===== src/rtl/resbus_pkg.sv =====
// Shared constants and state encoding for the result-bus arbiter.
package resbus_pkg;

    localparam int N_SRC_DEF = 11;
    localparam int SEL_W = 4;
    localparam logic [SEL_W-1:0] SEL_IDLE = '1;
    localparam int MAX_LOCK_DEF = 4;

    typedef enum logic {
        ST_IDLE,
        ST_HOLD
    } state_t;

endpackage


===== src/rtl/rr_pick.sv =====
// Circular priority encoder: lowest set request at or above ptr_i, else lowest overall.
module rr_pick #(
    parameter int N = 11,
    parameter int W = 4
) (
    input  logic [N-1:0] req_i,
    input  logic [W-1:0] ptr_i,
    output logic         hit_o,
    output logic [W-1:0] idx_o
);

    // Descending scans let the lowest qualifying index win; the second scan
    // overrides with a hit at or above ptr, which is the circular order.
    always_comb begin
        hit_o = 1'b0;
        idx_o = '0;
        for (int k = N - 1; k >= 0; k--) begin
            if (req_i[k]) begin
                hit_o = 1'b1;
                idx_o = W'(k);
            end
        end
        for (int k = N - 1; k >= 0; k--) begin
            if (req_i[k] && (W'(k) >= ptr_i)) begin
                idx_o = W'(k);
            end
        end
    end

endmodule


===== src/rtl/resbus_arbiter.sv =====
// Round-robin arbiter/sequencer for the shared result bus, with capped bus lock.
// RESBUS_ARB_PRIO0_EN: source 0 wins every arbitration and never moves ptr or locks.
module resbus_arbiter #(
    parameter int N_SRC    = resbus_pkg::N_SRC_DEF,
    parameter int SEL_W    = resbus_pkg::SEL_W,
    parameter int MAX_LOCK = resbus_pkg::MAX_LOCK_DEF
) (
    input  logic             clk,
    input  logic             resetn,
    input  logic [N_SRC-1:0] req_i,
    input  logic [N_SRC-1:0] lock_i,
    input  logic             ready_i,
    output logic             valid_o,
    output logic [SEL_W-1:0] sel_o,
    output logic [N_SRC-1:0] gnt_o
);
    import resbus_pkg::*;

    localparam int LCW = $clog2(MAX_LOCK + 1);
    localparam logic [SEL_W-1:0] IDLE_SEL = '1;
    localparam logic [SEL_W-1:0] LAST_SRC = SEL_W'(N_SRC - 1);
`ifdef RESBUS_ARB_PRIO0_EN
    localparam bit PRIO0 = 1'b1;
`else
    localparam bit PRIO0 = 1'b0;
`endif

    state_t           state_q, state_d;
    logic [SEL_W-1:0] sel_q, sel_d;
    logic [SEL_W-1:0] ptr_q, ptr_d;
    logic [LCW-1:0]   lock_cnt_q, lock_cnt_d;

    logic [N_SRC-1:0] sel_oh, pick_req;
    logic [SEL_W-1:0] pick_ptr, pick_idx, arb_idx, ptr_adv;
    logic             pick_hit, arb_hit, xfer, lock_go, cur_prio;

    rr_pick #(.N(N_SRC), .W(SEL_W)) u_pick (
        .req_i (pick_req),
        .ptr_i (pick_ptr),
        .hit_o (pick_hit),
        .idx_o (pick_idx)
    );

    always_ff @(posedge clk) begin
        if (!resetn) begin
            state_q    <= ST_IDLE;
            sel_q      <= IDLE_SEL;
            ptr_q      <= '0;
            lock_cnt_q <= '0;
        end else begin
            state_q    <= state_d;
            sel_q      <= sel_d;
            ptr_q      <= ptr_d;
            lock_cnt_q <= lock_cnt_d;
        end
    end

    always_comb begin
        for (int k = 0; k < N_SRC; k++) begin
            sel_oh[k] = (sel_q == SEL_W'(k));
        end
        cur_prio = PRIO0 && sel_oh[0];
        xfer     = (state_q == ST_HOLD) && ready_i;
        lock_go  = xfer && |(lock_i & req_i & sel_oh) && !cur_prio &&
                   ((32'(lock_cnt_q) + 32'd1) < 32'(MAX_LOCK));
        ptr_adv  = (sel_q == LAST_SRC) ? '0 : sel_q + SEL_W'(1);

        // One encoder serves both IDLE arbitration and post-transfer re-arbitration.
        if (state_q == ST_IDLE) begin
            pick_req = req_i;
            pick_ptr = ptr_q;
        end else begin
            pick_req = req_i & ~sel_oh;
            pick_ptr = cur_prio ? ptr_q : ptr_adv;
        end

        arb_hit = pick_hit;
        arb_idx = pick_idx;
        if (PRIO0 && pick_req[0]) begin
            arb_hit = 1'b1;
            arb_idx = '0;
        end
    end

    always_comb begin
        state_d    = state_q;
        sel_d      = sel_q;
        ptr_d      = ptr_q;
        lock_cnt_d = lock_cnt_q;
        case (state_q)
            ST_IDLE: begin
                if (arb_hit) begin
                    state_d    = ST_HOLD;
                    sel_d      = arb_idx;
                    lock_cnt_d = '0;
                end
            end
            ST_HOLD: begin
                if (lock_go) begin
                    lock_cnt_d = lock_cnt_q + LCW'(1);
                end else if (xfer) begin
                    ptr_d      = pick_ptr;
                    lock_cnt_d = '0;
                    if (arb_hit) begin
                        sel_d = arb_idx;
                    end else begin
                        state_d = ST_IDLE;
                        sel_d   = IDLE_SEL;
                    end
                end
            end
            default: begin
                state_d = ST_IDLE;
                sel_d   = IDLE_SEL;
            end
        endcase
    end

    // Grant is masked by reset so a transfer in the reset cycle is abandoned.
    always_comb begin
        valid_o = (state_q == ST_HOLD);
        sel_o   = sel_q;
        gnt_o   = (valid_o && ready_i && resetn) ? sel_oh : '0;
    end

endmodule


===== config.mk =====
export PLATFORM = sky130hd
export DESIGN_NAME = resbus_arbiter
export DESIGN_NICKNAME = d
export VERILOG_FILES = /design/src/rtl/resbus_pkg.sv /design/src/rtl/rr_pick.sv /design/src/rtl/resbus_arbiter.sv
export SDC_FILE = /design/constraint.sdc
export NUM_CORES = 1
export LEC_CHECK = 0
export BUFFER_PORTS_ARGS = -buffer_cell sky130_fd_sc_hd__clkbuf_2
export CAP_MARGIN = 10
export CORE_ASPECT_RATIO = 1.75
export CORE_MARGIN = 3
export CORE_UTILIZATION = 45
export DETAILED_ROUTE_END_ITERATION = 16
export GPL_TIMING_DRIVEN = 0
export PLACE_DENSITY = 0.73
export SLEW_MARGIN = 20
export SYNTH_ARGS = -nofsm -noshare
export SYNTH_HDL_FRONTEND = slang
export SYNTH_SLANG_ARGS = --single-unit

===== constraint.sdc =====
create_clock -name clk -period 2.3 [get_ports clk]
set_clock_uncertainty 0.1 [all_clocks]
set_input_delay 0.46 -clock clk [delete_from_list [all_inputs] [get_ports clk]]
set_output_delay 0.46 -clock clk [all_outputs]
set_load 0.02 [all_outputs]

# Word-level counts from Yosys, hierarchy flattened
# Index checks and enable logic that the tools add are counted.
# totals
reg_bits	12
latch_bits	0
mem_bits_rw	0
mem_bits_ro	0
inputBits	25
out_inout_bits	16
wordCells	109
n_memories	0
# op_classes
addsub	3
mul	0
div_mod_pow	0
n_lt_le_gt_ge	12
eq_ne	14
shift	0
muxes	50
bitwise	6
reduce_logical	20
# op_table
cell	count
$mux W4	28
$and A11 B11 Y11	3
$mux W11	2
$eq A4 B3 Y1 const B	4
$ge A3 B4 Y1 const A	4
$logic_and A1 B1 Y1	15
$mux W1	14
$eq A4 B4 Y1 const B	3
$ge A4 B4 Y1 const A	3
$not A11 Y11	1
$reduce_or A11 Y1	1
$mux W3	3
$eq A4 B2 Y1 const B	2
$ge A1 B4 Y1 const A	2
$ge A2 B4 Y1 const A	2
$pmux W4 S2	1
$pmux W3 S2	1
$reduce_and A3 Y1	2
$add A3 B1 Y4 const B	1
$add A4 B1 Y4 const B	1
$eq A4 B1 Y1 const B	1
$logic_not A4 Y1	1
$lt A4 B3 Y1 const B	1
$ne A2 B2 Y1 const B	2
other kinds (6)	7

# Logic depth before layout (Yosys ltp)
# Gate-level depths: netlist of the first run.
# logic_depth
ltp_word	30
ltp_mapped	9
mapped_depth_nobuf	7

# By module
# From an unflattened synthesis of the first run, not the netlist that was laid out.
# hier_totals
cells_unflattened	211
hier_area_um2	1498.9
# modules_own_cells
module	instances	cells_per_inst	area_per_inst_um2	seq_area_each_um2
resbus_arbiter	1	135	1021.0	240.2
rr_pick	1	76	478.0	0.0

# Worst setup path after synthesis of the first run
# OpenSTA, ideal clock, no wires.
# synth_timing
path_kind	register to register
from	register sel_q[3], in the netlist sel_o[3]
to	register sel_q[1], in the netlist sel_o[1]
setup_ps	143
arrival_time_ps	2141
required_ps	2057
path_slack_ps	-83
path_stages_with_launch	9
n_path_buf	1
synth_period_minus_slack_ps	2383
path_cell_list	dfxtp_1 -> buf_2 -> nand3b_1 -> a21oi_1 -> a311oi_1 -> o21a_1 -> nor3_1 -> a2111oi_0 -> o221ai_1
# synth_between
elab_chain_cells	30
word_cells_on_any_way	84
classes_between	add/sub: 1; order compare: 11; eq/ne: 12; mux: 41; bitwise: 3; reduce/logical: 16
# synth_lines
element	line	text
start: declaration	resbus_arbiter.sv:29	logic [SEL_W-1:0] sel_q, sel_d;
start signal: assignment	resbus_arbiter.sv:52	sel_q <= sel_d;
$eq A4 B4 Y1	resbus_arbiter.sv:60, resbus_arbiter.sv:66	
$not A11 Y11	resbus_arbiter.sv:73	pick_req = req_i & ~sel_oh;
$and A11 B11 Y11	resbus_arbiter.sv:73	
$mux W11	resbus_arbiter.sv:69	if (state_q == ST_IDLE) begin
$mux W4 (11 in a row)	rr_pick.sv:18	if (req_i[k]) begin
$mux W4 (11 in a row)	rr_pick.sv:24	if (req_i[k] && (W'(k) >= ptr_i)) begin
$mux W4	resbus_arbiter.sv:104	if (arb_hit) begin
$mux W4	resbus_arbiter.sv:101	end else if (xfer) begin
$mux W4	resbus_arbiter.sv:99	if (lock_go) begin
$pmux W4 S2	resbus_arbiter.sv:90	case (state_q)
# Parallel ways exist; a longest one is shown, timed or not. The select of a mux whose other input is x is not followed.
# A chain may end at the register's enable or synchronous reset.

# Final worst setup path of the first run
# layout_timing
from	register sel_q[2], in the netlist sel_o[2]
to	register sel_q[0], in the netlist sel_o[0]
# layout_between
elab_chain_cells	29
word_cells_on_any_way	83
classes_between	add/sub: 1; order compare: 11; eq/ne: 12; mux: 40; bitwise: 3; reduce/logical: 16
# layout_lines
element	line	text
$eq A4 B4 Y1	resbus_arbiter.sv:60	sel_oh[k] = (sel_q == SEL_W'(k));
$not A11 Y11	resbus_arbiter.sv:73	
$and A11 B11 Y11	resbus_arbiter.sv:73	
$mux W11	resbus_arbiter.sv:69	
$mux W4 (10 in a row)	rr_pick.sv:18	
$mux W4 (11 in a row)	rr_pick.sv:24	
$mux W4	resbus_arbiter.sv:104	
$mux W4	resbus_arbiter.sv:101	
$mux W4	resbus_arbiter.sv:99	
$pmux W4 S2	resbus_arbiter.sv:90	
# Parallel ways exist; a longest one is shown, timed or not. The select of a mux whose other input is x is not followed.

==> flow_metrics.tcl, run 1 <==
set metrics [dict create \
    tightest_slew_ns 0.505 \
    worstPathRequired_ns 2.28 \
    fillers 222 \
    p_seq_frac 0.202 \
    hold_end "lock_cnt_q[1]$_SDFFE_PN0P_" \
    dr.first_iter.drc_count 166 \
    grt_max_degree 11 \
    r2r-start "sel_o[2]$_SDFFE_PN1P_" \
    io_buffers 40 \
    clk_pin_slew_worst_paths_ns 0.05 \
    drive_gt1_frac 0.450 \
    synth_edf_count 0 \
    cts_tree "built" \
    cp-start-kind "flip-flop" \
    yosysUniqueCellTypes 57 \
    pre_cts_slack_ns -0.408 \
    wl_met3_um 440 \
    coreArea_sq_um 3030 \
    finalSetupTns_ns -0.528 \
    antenna_found_initial 0 \
    drv_slew 0 \
    ant_nets 0 \
    p_total_mw 1.38 \
    nNetsFinal 308 \
    worstHoldPathType "reg -> reg" \
    die-width_um 49.0 \
    crit_path_cell_trace "buf_4 > inv_1 > o21ai_4 > a311o_1 > buf_6 > o21ai_1 > a31oi_1 > a211oi_1 > o211ai_1" \
    end_kind "flip-flop" \
    top_layer_used "met4" \
    first_pass_iters 5 \
    clock_tree.root_cell "clkbuf_8" \
    insertion_delay_ns 0.24 \
    dp_hpwl_mm 4.00 \
    synth-main-ff-cell "dfxtp_1" \
    syn-num-nets 236 \
    whs_path_depth 2 \
    p_clk_frac 0.133 \
    async_flop_share 0 \
    switchingPower_mw 0.627 \
    relSlewSlack 0.662 \
    intPower_mw 0.753 \
    crit_slowest_cell "a311o_1" \
    setup_violations 5 \
    rr_endpoint "sel_o[0]$_SDFFE_PN1P_" \
    fin_util 0.762 \
    diodes 0 \
    drt-total-wl_mm 6.46 \
    io_pins 41 \
    fmax_mhz 410 \
    violations "negative setup slack" \
    post-route-min-period_ns 2.44 \
    wl_per_cell_um 20.1 \
    drt-met1-wl_mm 2.35 \
    ff_latch_area_sq_um 256 \
    die_y_um 81.3 \
    rr_worst_depth 9 \
    initial_core_util 0.482 \
    drc 0 \
    crit_arrival_ns 2.42 \
    fin_crit_sh 1.06 \
    cts_max_level 1 \
    rsz0062_at_grt "true" \
    num_vias 2158 \
    area_growth_pct 58.0 \
    p_leak_nw 0.976 \
    yosysSeqAreaShare 0.165 \
    grt.total_usage 0.284 \
    status "complete, but fails checks" \
    comb_power_share 0.665 \
    design_area_sq_um 2300 \
    ys_seq_elements 12 \
    avgSynthCellArea_sq_um 6.95 \
    syn_inst 210 \
    reg2reg_slack_ns -0.14 \
    layout_commonest_cell "clkbuf_2" \
    mostFrequentLayoutCells "clkbuf_2, buf_4, nor2_1" \
    grt_pass1_wl_mm 8.78 \
    syn-cell-area_sq_um 1460 \
    cts_inserted_buffers 3 \
    min-delay-start "lock_cnt_q[1]$_SDFFE_PN0P_" \
    postPlaceCellArea_sq_um 1730 \
    ir_drop_uv 507 \
    clock_sinks 12 \
    p_per_area_nw_per_um2 599 \
    grt_pass1_vias 1900 \
    yosysWarnings 0 \
    gp_congestion 0.926 \
    maxCapViolations 0 \
    multiInputGateArea_sq_um 1380 \
    swShare 0.454 \
    placementRows 26 \
    die-area_sq_um 3990 \
    finalHoldViolations 0 \
    vias_per_cell 6.70 \
    path_max_fanout 10 \
    worst_slack_ns -0.140 \
    cp_slowest_stage_delay_ns 0.39 \
    routed-wl-met2_mm 3.30 \
    cts_buffer_depth 2 \
    overflow 0 \
    crit_type "reg -> reg" \
]
[power by group through the flow]
| stage | combinational [mW] | clock, mW | sequential [mW] |
|---|---|---|---|
| floorplan | 0.413 | 0 | 0.277 |
| global placement | 0.581 | 0 | 0.271 |
| detailed placement | 0.580 | 0 | 0.271 |
| CTS | 0.691 | 0.189 | 0.276 |
| global route | 0.963 | 0.198 | 0.279 |
| finish | 0.917 | 0.184 | 0.278 |
[state kept, by name, summed over array words and instances, names as in the netlist]
signal      count
valid_o         1
lock_cnt_q      3
ptr_q           4
sel_o           4
[worst max path at each step]
stage                                 end  cells past startpoint  slack (ns)                   from
floorplan           sel_o[1]$_SDFFE_PN1P_                      9        0.01  sel_o[3]$_SDFFE_PN1P_
global placement    sel_o[3]$_SDFFE_PN1P_                      8       -0.42  sel_o[0]$_SDFFE_PN1P_
detailed placement  sel_o[3]$_SDFFE_PN1P_                      8       -0.41  sel_o[0]$_SDFFE_PN1P_
CTS                 sel_o[1]$_SDFFE_PN1P_                      9       -0.05  sel_o[2]$_SDFFE_PN1P_
global route        sel_o[2]$_SDFFE_PN1P_                      8       -0.20  sel_o[0]$_SDFFE_PN1P_
finish              sel_o[0]$_SDFFE_PN1P_                      9       -0.14  sel_o[2]$_SDFFE_PN1P_
[worst max-delay path, delay by kind of cell (launching register included)]
| kind | cells | cell delay (ns) |
|---|---|---|
| AO/OA/AOI/OAI | 6 | 1.31 |
| flip-flops | 1 | 0.36 |
| buffers and inverters | 3 | 0.50 |
[per-stage QoR]
| step | std cells | hold slack (ns) |
|---|---|---|
| 6_report | 322 | 0.377 |
| 5_1_grt | 322 | 0.410 |
| 4_1_cts | 303 | 0.379 |
| 3_5_place_dp | 292 | 0.373 |
| 3_3_place_gp | 292 | 0.356 |
| 2_1_floorplan | 210 | 0.348 |
[cell families after synthesis]
kind of cell | synth area share
AOI/OAI and AO/OA | 0.432
and+or+nand+nor | 0.317
buffers and inverters | 0.0557
DFF | 0.165
muxes | 0.0214
adders and majority gates | 0.00857
[cell usage after synthesis (all sizes together), types with 4 or more instances]
cell type	number	area (sq um)
nor2b	4	25.0
and3	6	37.5
inv	6	22.5
o211ai	4	30.0
nand3	8	40.0
o21a	6	45.0
nor2	23	86.3
dfxtp	12	240
buf	9	47.6
a31oi	10	77.6
nand3b	6	45.0
nand2b	5	31.3
o21ai	26	130
a21boi	6	45.0
nand2	21	78.8
a21oi	6	30.0
[layout make-up]
| class | count | area share |
|---|---|---|
| buffer | 10 | 0.0423 |
| clock buffer | 3 | 0.0179 |
| inverter | 6 | 0.00977 |
| multi-input combinational | 180 | 0.600 |
| sequential | 12 | 0.111 |
| tap | 42 | 0.0228 |
| timing repair buffer | 69 | 0.196 |
[metal layers]
metal / up-vias / GRT usage
li1: 952 / -
met1: 1021 / 0.289
met2: 148 / 0.522
met3: 37 / 0.0275
met4: 0 / 0.231
met5: - / 0
[repair_timing]
| action | CTS | global route |
|---|---|---|
| buffers inserted | 10 | 18 |
| hold buffers | 0 | 0 |
| gates cloned | 0 | 1 |
| setup endpoints to repair | 22 | 23 |
| pin swaps | 10 | 18 |
| gates resized for setup | 46 | 30 |
Power figures use the tool's default switching activity.
==> run 2, diff against run 1 <==
--- a/config.mk
+++ b/config.mk
@@ -13,6 +13,7 @@
 export DETAILED_ROUTE_END_ITERATION = 16
 export GPL_TIMING_DRIVEN = 0
 export PLACE_DENSITY = 0.73
+export SKIP_LAST_GASP = 1
 export SLEW_MARGIN = 20
 export SYNTH_ARGS = -nofsm -noshare
 export SYNTH_HDL_FRONTEND = slang
==> flow_metrics.tcl, run 2 (same netlist as run 1, synthesis figures left out) <==
set metrics [dict create \
    status "complete, but fails checks" \
    violations "negative setup slack" \
    cts_buffer_depth 2 \
    coreArea_sq_um 3030 \
    grt.total_usage 0.280 \
    reg2reg_slack_ns -0.13 \
    num_vias 2180 \
    p_leak_nw 0.996 \
    crit_type "reg -> reg" \
    hold_end "lock_cnt_q[1]$_SDFFE_PN0P_" \
    grt_pass1_vias 1861 \
    drt-total-wl_mm 6.60 \
    p_total_mw 1.40 \
    whs_path_depth 2 \
    worst_slack_ns -0.126 \
    fmax_mhz 412 \
    layoutNonFillerInstCount 326 \
    min-delay-start "lock_cnt_q[1]$_SDFFE_PN0P_" \
    layout_commonest_cell "clkbuf_2" \
    rsz0062_at_grt "true" \
    maxCapViolations 0 \
    rr_endpoint "sel_o[0]$_SDFFE_PN1P_" \
    gp_congestion 0.926 \
    die-width_um 49.0 \
    fin_util 0.773 \
    r2r-start "sel_o[2]$_SDFFE_PN1P_" \
    rr_worst_depth 9 \
    ant_nets 0 \
    dp.cells 292 \
    vias_per_cell 6.69 \
    relSlewSlack 0.676 \
    drive_gt1_frac 0.461 \
    drc 0 \
    nNetsFinal 312 \
    finalHoldViolations 0 \
    wl_per_cell_um 20.3 \
    ir_drop_uv 562 \
    setup_violations 5 \
    die_y_um 81.3 \
    postPlaceCellArea_sq_um 1730 \
    clock_sinks 12 \
    tightest_slew_ns 0.487 \
    dp_hpwl_mm 4.00 \
    cts_max_level 1 \
    crit_path_cell_trace "buf_6 > inv_1 > o21ai_4 > a311o_1 > buf_6 > o21ai_1 > a31oi_1 > a211oi_1 > o211ai_1" \
    drv_slew 0 \
    cpMostUsedCell "buf_6" \
    crit_arrival_ns 2.41 \
    grt_pass1_wl_mm 8.65 \
    end_kind "flip-flop" \
    design_area_sq_um 2340 \
    cp_slowest_stage_delay_ns 0.39 \
    area_growth_pct 60.3 \
    fin_crit_sh 1.05 \
    die-area_sq_um 3990 \
    post-route-min-period_ns 2.43 \
    worstHoldPathType "reg -> reg" \
    first_pass_iters 5 \
    clk_pin_slew_worst_paths_ns 0.05 \
    placementRows 26 \
    dr.first_iter.drc_count 119 \
    crit_slowest_cell "a311o_1" \
    grt_max_degree 11 \
    io_pins 41 \
    p_per_area_nw_per_um2 598 \
    overflow 0 \
    insertion_delay_ns 0.23 \
    mostFrequentLayoutCells "clkbuf_2, buf_4, nor2_1" \
    io_buffers 40 \
    antenna_found_initial 0 \
    diodes 0 \
    initial_core_util 0.482 \
    cts_tree "built" \
    path_max_fanout 9 \
    clock_tree.root_cell "clkbuf_8" \
    cp-start-kind "flip-flop" \
    cts_inserted_buffers 3 \
    worstPathRequired_ns 2.28 \
]
run 2: changes by cell type in the layout (fill, tap and decap cells not counted), sizes merged:
cell  before  now
buf       37   41
run 2: critical path: cells and delay by family (launching register included):
kind	cells	cell delay, ns
AO/OA/AOI/OAI	6	1.31
buffers and inverters	3	0.48
flip-flops	1	0.37
run 2: how the worst max path moves through the flow:
stage,slack [ns],cells past startpoint,endpoint,startpoint
after floorplan,0.01,9,sel_o[1]$_SDFFE_PN1P_,sel_o[3]$_SDFFE_PN1P_
after global placement,-0.42,8,sel_o[3]$_SDFFE_PN1P_,sel_o[0]$_SDFFE_PN1P_
after detailed placement,-0.41,8,sel_o[3]$_SDFFE_PN1P_,sel_o[0]$_SDFFE_PN1P_
after CTS,-0.05,9,sel_o[1]$_SDFFE_PN1P_,sel_o[2]$_SDFFE_PN1P_
after global routing,-0.19,10,sel_o[0]$_SDFFE_PN1P_,sel_o[2]$_SDFFE_PN1P_
final,-0.13,9,sel_o[0]$_SDFFE_PN1P_,sel_o[2]$_SDFFE_PN1P_
run 2: cell type report:
class | instances | area (sq um)
tap | 42 | 52.6
fill | 214 | 687
inverter | 6 | 22.5
buffer | 9 | 93.8
timing repair buffer | 74 | 477
sequential | 12 | 256
multi-input combinational | 180 | 1400
clock buffer | 3 | 41.3
run 2: power breakdown:
| group | switching (mW) | total [mW] | internal, mW |
|---|---|---|---|
| clock network | 0.0679 | 0.182 | 0.115 |
| logic | 0.520 | 0.936 | 0.416 |
| registers | 0.0447 | 0.280 | 0.236 |
| total | 0.633 | 1.40 | 0.766 |
run 2: timing repair:
action	4_1_cts	5_1_grt
gates resized for setup	44	31
cloned	0	1
hold buffers	0	0
buffers inserted	10	23
endpoints found under the setup margin	22	23
pin swaps	10	20
run 2: metal layers:
metal | vias up | part of all wire | track usage
li1 | 960 | - | -
met1 | 1002 | 0.35 | 0.295
met2 | 171 | 0.49 | 0.512
met3 | 47 | 0.089 | 0.0239
met4 | 0 | 0.066 | 0.211
met5 | - | 0 | 0
run 2: metrics by stage:
stage | setup WS (ns) | setup TNS (ns) | hold WS, ns
floorplan | 0.0148 | 0 | 0.348
global placement | -0.423 | -2.26 | 0.356
detailed placement | -0.408 | -2.27 | 0.373
CTS | -0.0515 | -0.103 | 0.379
global route | -0.194 | -1.03 | 0.410
finish | -0.126 | -0.478 | 0.376
==> run 3, diff against run 2 <==
--- a/config.mk
+++ b/config.mk
@@ -5,6 +5,7 @@
 export SDC_FILE = /design/constraint.sdc
 export NUM_CORES = 1
 export LEC_CHECK = 0
+export ABC_AREA = 1
 export BUFFER_PORTS_ARGS = -buffer_cell sky130_fd_sc_hd__clkbuf_2
 export CAP_MARGIN = 10
 export CORE_ASPECT_RATIO = 1.75
@@ -12,7 +13,7 @@
 export CORE_UTILIZATION = 45
 export DETAILED_ROUTE_END_ITERATION = 16
 export GPL_TIMING_DRIVEN = 0
-export PLACE_DENSITY = 0.73
+export PLACE_DENSITY = 0.75
 export SKIP_LAST_GASP = 1
 export SLEW_MARGIN = 20
 export SYNTH_ARGS = -nofsm -noshare
==> constraint.sdc (replaced) <==
create_clock -name clk -period 2.2 [get_ports clk]
set_clock_uncertainty 0.1 [all_clocks]
set_input_delay 0.55 -clock clk [delete_from_list [all_inputs] [get_ports clk]]
set_output_delay 0.55 -clock clk [all_outputs]
set_load 0.02 [all_outputs]
==> flow_metrics.tcl, run 3 <==
set metrics [dict create \
    grt_pass1_wl_mm 6.29 \
    clock_sinks 12 \
    synth_edf_count 0 \
    status "complete, but fails checks" \
    mostFrequentLayoutCells "nand2_1, clkbuf_2, nor2_1" \
    fillers 198 \
    synth_common_cells "nand2_1, nor2_1, inv_1, o21ai_0, dfxtp_1" \
    nNetsFinal 321 \
    async_flop_share 0 \
    crit_type "reg -> reg" \
    die-area_sq_um 3610 \
    pre_cts_slack_ns -0.294 \
    finalHoldViolations 0 \
    crit_arrival_ns 2.35 \
    p_leak_nw 0.998 \
    crit_slowest_cell "dfxtp_4" \
    tightest_slew_ns 0.388 \
    top_layer_used "met4" \
    cts_buffer_depth 2 \
    design_area_sq_um 2090 \
    r2r-start "sel_o[3]$_SDFFE_PN1P_" \
    synth_top_area_frac 0.193 \
    clock_tree.root_cell "clkbuf_8" \
    syn_inst 226 \
    layoutNonFillerInstCount 321 \
    drt-met1-wl_mm 1.69 \
    initial_core_util 0.474 \
    wl_met3_um 226 \
    maxCapViolations 0 \
    worstHoldPathType "reg -> reg" \
    path_max_fanout 5 \
    clk_pin_slew_worst_paths_ns 0.05 \
    dp_hpwl_mm 3.22 \
    end_kind "flip-flop" \
    yosysUniqueCellTypes 30 \
    drive_gt1_frac 0.503 \
    cp_slowest_stage_delay_ns 0.37 \
    fin_crit_sh 1.07 \
    grt_pass1_vias 1515 \
    grt.total_usage 0.227 \
    num_vias 1821 \
    drc 0 \
    insertion_delay_ns 0.23 \
    placementRows 25 \
    cts_max_level 1 \
    routed-wl-met2_mm 2.67 \
    min-delay-start "lock_cnt_q[2]$_SDFFE_PN0P_" \
    dr.first_iter.drc_count 40 \
    dp.cells 293 \
    post-route-min-period_ns 2.35 \
    rsz0062_at_grt "true" \
    reg2reg_slack_ns -0.15 \
    diodes 0 \
    overflow 0 \
    drv_slew 0 \
    yosysSeqAreaShare 0.184 \
    whs_path_depth 2 \
    worstPathRequired_ns 2.20 \
    synth_top_cells_by_area "nand2_1, dfxtp_1, nor2_1, inv_1, o21ai_0" \
    antenna_found_initial 0 \
    first_pass_iters 4 \
    ant_nets 0 \
    p_total_mw 1.12 \
    die-width_um 46.7 \
    area_growth_pct 60.3 \
    layout_commonest_cell "nand2_1" \
    gp_congestion 0.897 \
    cts_tree "built" \
    grt_max_degree 11 \
    postPlaceCellArea_sq_um 1540 \
    syn-num-nets 252 \
    die_y_um 77.2 \
    io_pins 41 \
    hold_slack_ns 0.346 \
    rr_endpoint "sel_o[1]$_SDFFE_PN1P_" \
    cts_inserted_buffers 3 \
    coreArea_sq_um 2750 \
    avgSynthCellArea_sq_um 5.77 \
    synthMostInstantiatedCell "nand2_1" \
    ir_drop_uv 632 \
    relSlewSlack 0.741 \
    setup_violations 4 \
    wl_per_cell_um 15.0 \
    synth-main-ff-cell "dfxtp_1" \
    rr_worst_depth 12 \
    cpMostUsedCell "o21bai_1" \
    hold_end "lock_cnt_q[2]$_SDFFE_PN0P_" \
    yosys.area.top_type "nand2_1" \
    violations "negative setup slack" \
    drt-total-wl_mm 4.80 \
    worst_slack_ns -0.148 \
    hold_buffers 0 \
    vias_per_cell 5.67 \
    cp-start-kind "flip-flop" \
    fmax_mhz 426 \
    io_buffers 40 \
    yosysWarnings 0 \
    syn-cell-area_sq_um 1310 \
    ys_seq_elements 12 \
    crit_path_cell_trace "buf_4 > nor2_4 > nand2_2 > o21ai_4 > nand2_1 > o21bai_1 > a31oi_1 > nor2_1 > o21bai_1 > a21boi_1 > o21ai_1 > o211ai_1" \
    p_per_area_nw_per_um2 535 \
]
run 3: cell types whose count changed after synthesis, sizes merged, moves of 4 or more:
cell,change
a21oi,+4
and3,-6
inv,+22
nor3,+4
a21boi,-5
a31oi,-8
nor2,+14
o21a,-6
nor2b,-4
buf,-7
nand2b,-5
nand2,+52
nand3b,-6
run 3: logic make-up (layout without fill, tap and decap cells):
group                    count (synthesis)  in the layout  synth area share
AO/OA/AOI/OAI                           50             51             0.262
adder cells (fa/ha/maj)                  1              1           0.00959
buffers and inverters                   32             99             0.105
flip-flops                              12             12             0.184
AND/OR/NAND/NOR                        131            131             0.439
run 3: cell type report:
class,count,area [sq um],share of cell area
Buffer,4,40.0,0.0191
Multi-Input combinational cell,183,1190,0.571
Clock buffer,4,55.1,0.0263
Timing Repair Buffer,63,402,0.192
Tap cell,27,33.8,0.0161
Sequential cell,12,256,0.123
Inverter,28,110,0.0526
run 3: worst max-delay path by stage:
stage | to | start | cells past startpoint
4_1_cts | sel_o[1]$_SDFFE_PN1P_ | sel_o[1]$_SDFFE_PN1P_ | 15
5_1_grt | sel_o[1]$_SDFFE_PN1P_ | sel_o[3]$_SDFFE_PN1P_ | 12
2_1_floorplan | sel_o[0]$_SDFFE_PN1P_ | sel_o[1]$_SDFFE_PN1P_ | 23
6_report | sel_o[1]$_SDFFE_PN1P_ | sel_o[3]$_SDFFE_PN1P_ | 12
3_5_place_dp | sel_o[1]$_SDFFE_PN1P_ | sel_o[0]$_SDFFE_PN1P_ | 12
3_3_place_gp | sel_o[1]$_SDFFE_PN1P_ | sel_o[0]$_SDFFE_PN1P_ | 12
run 3: metal layers:
| metal | up-vias | GRT usage |
|---|---|---|
| li1 | 885 | - |
| met5 | - | 0 |
| met1 | 849 | 0.231 |
| met4 | 0 | 0.102 |
| met2 | 66 | 0.434 |
| met3 | 21 | 0.00469 |
run 3: stage by stage:
stage / setup TNS, ns / utilization
2_1_floorplan: 0 / -
3_3_place_gp: -1.31 / 0.559
3_5_place_dp: -1.48 / 0.559
4_1_cts: -0.0220 / 0.625
5_1_grt: -1.50 / 0.760
6_report: -0.386 / 0.760
run 3: where the power goes:
part	switching [mW]	internal, mW
clock	0.0743	0.158
combinational	0.380	0.236
sequential	0.0296	0.241
total	0.484	0.634
run 3: critical path, delay by kind of cell (launching register included):
| kind | cells | cell delay (ns) |
|---|---|---|
| buf+inv | 1 | 0.15 |
| compound gates | 7 | 1.04 |
| flops | 1 | 0.37 |
| simple gates | 4 | 0.55 |
run 3: timing repair:
| action | in CTS | in global routing |
|---|---|---|
| cloned | 0 | 1 |
| gates resized for setup | 36 | 64 |
| endpoints found under the setup margin | 20 | 21 |
| pin swaps | 10 | 23 |
| hold endpoints to repair | 0 | 0 |
| setup buffers | 7 | 17 |
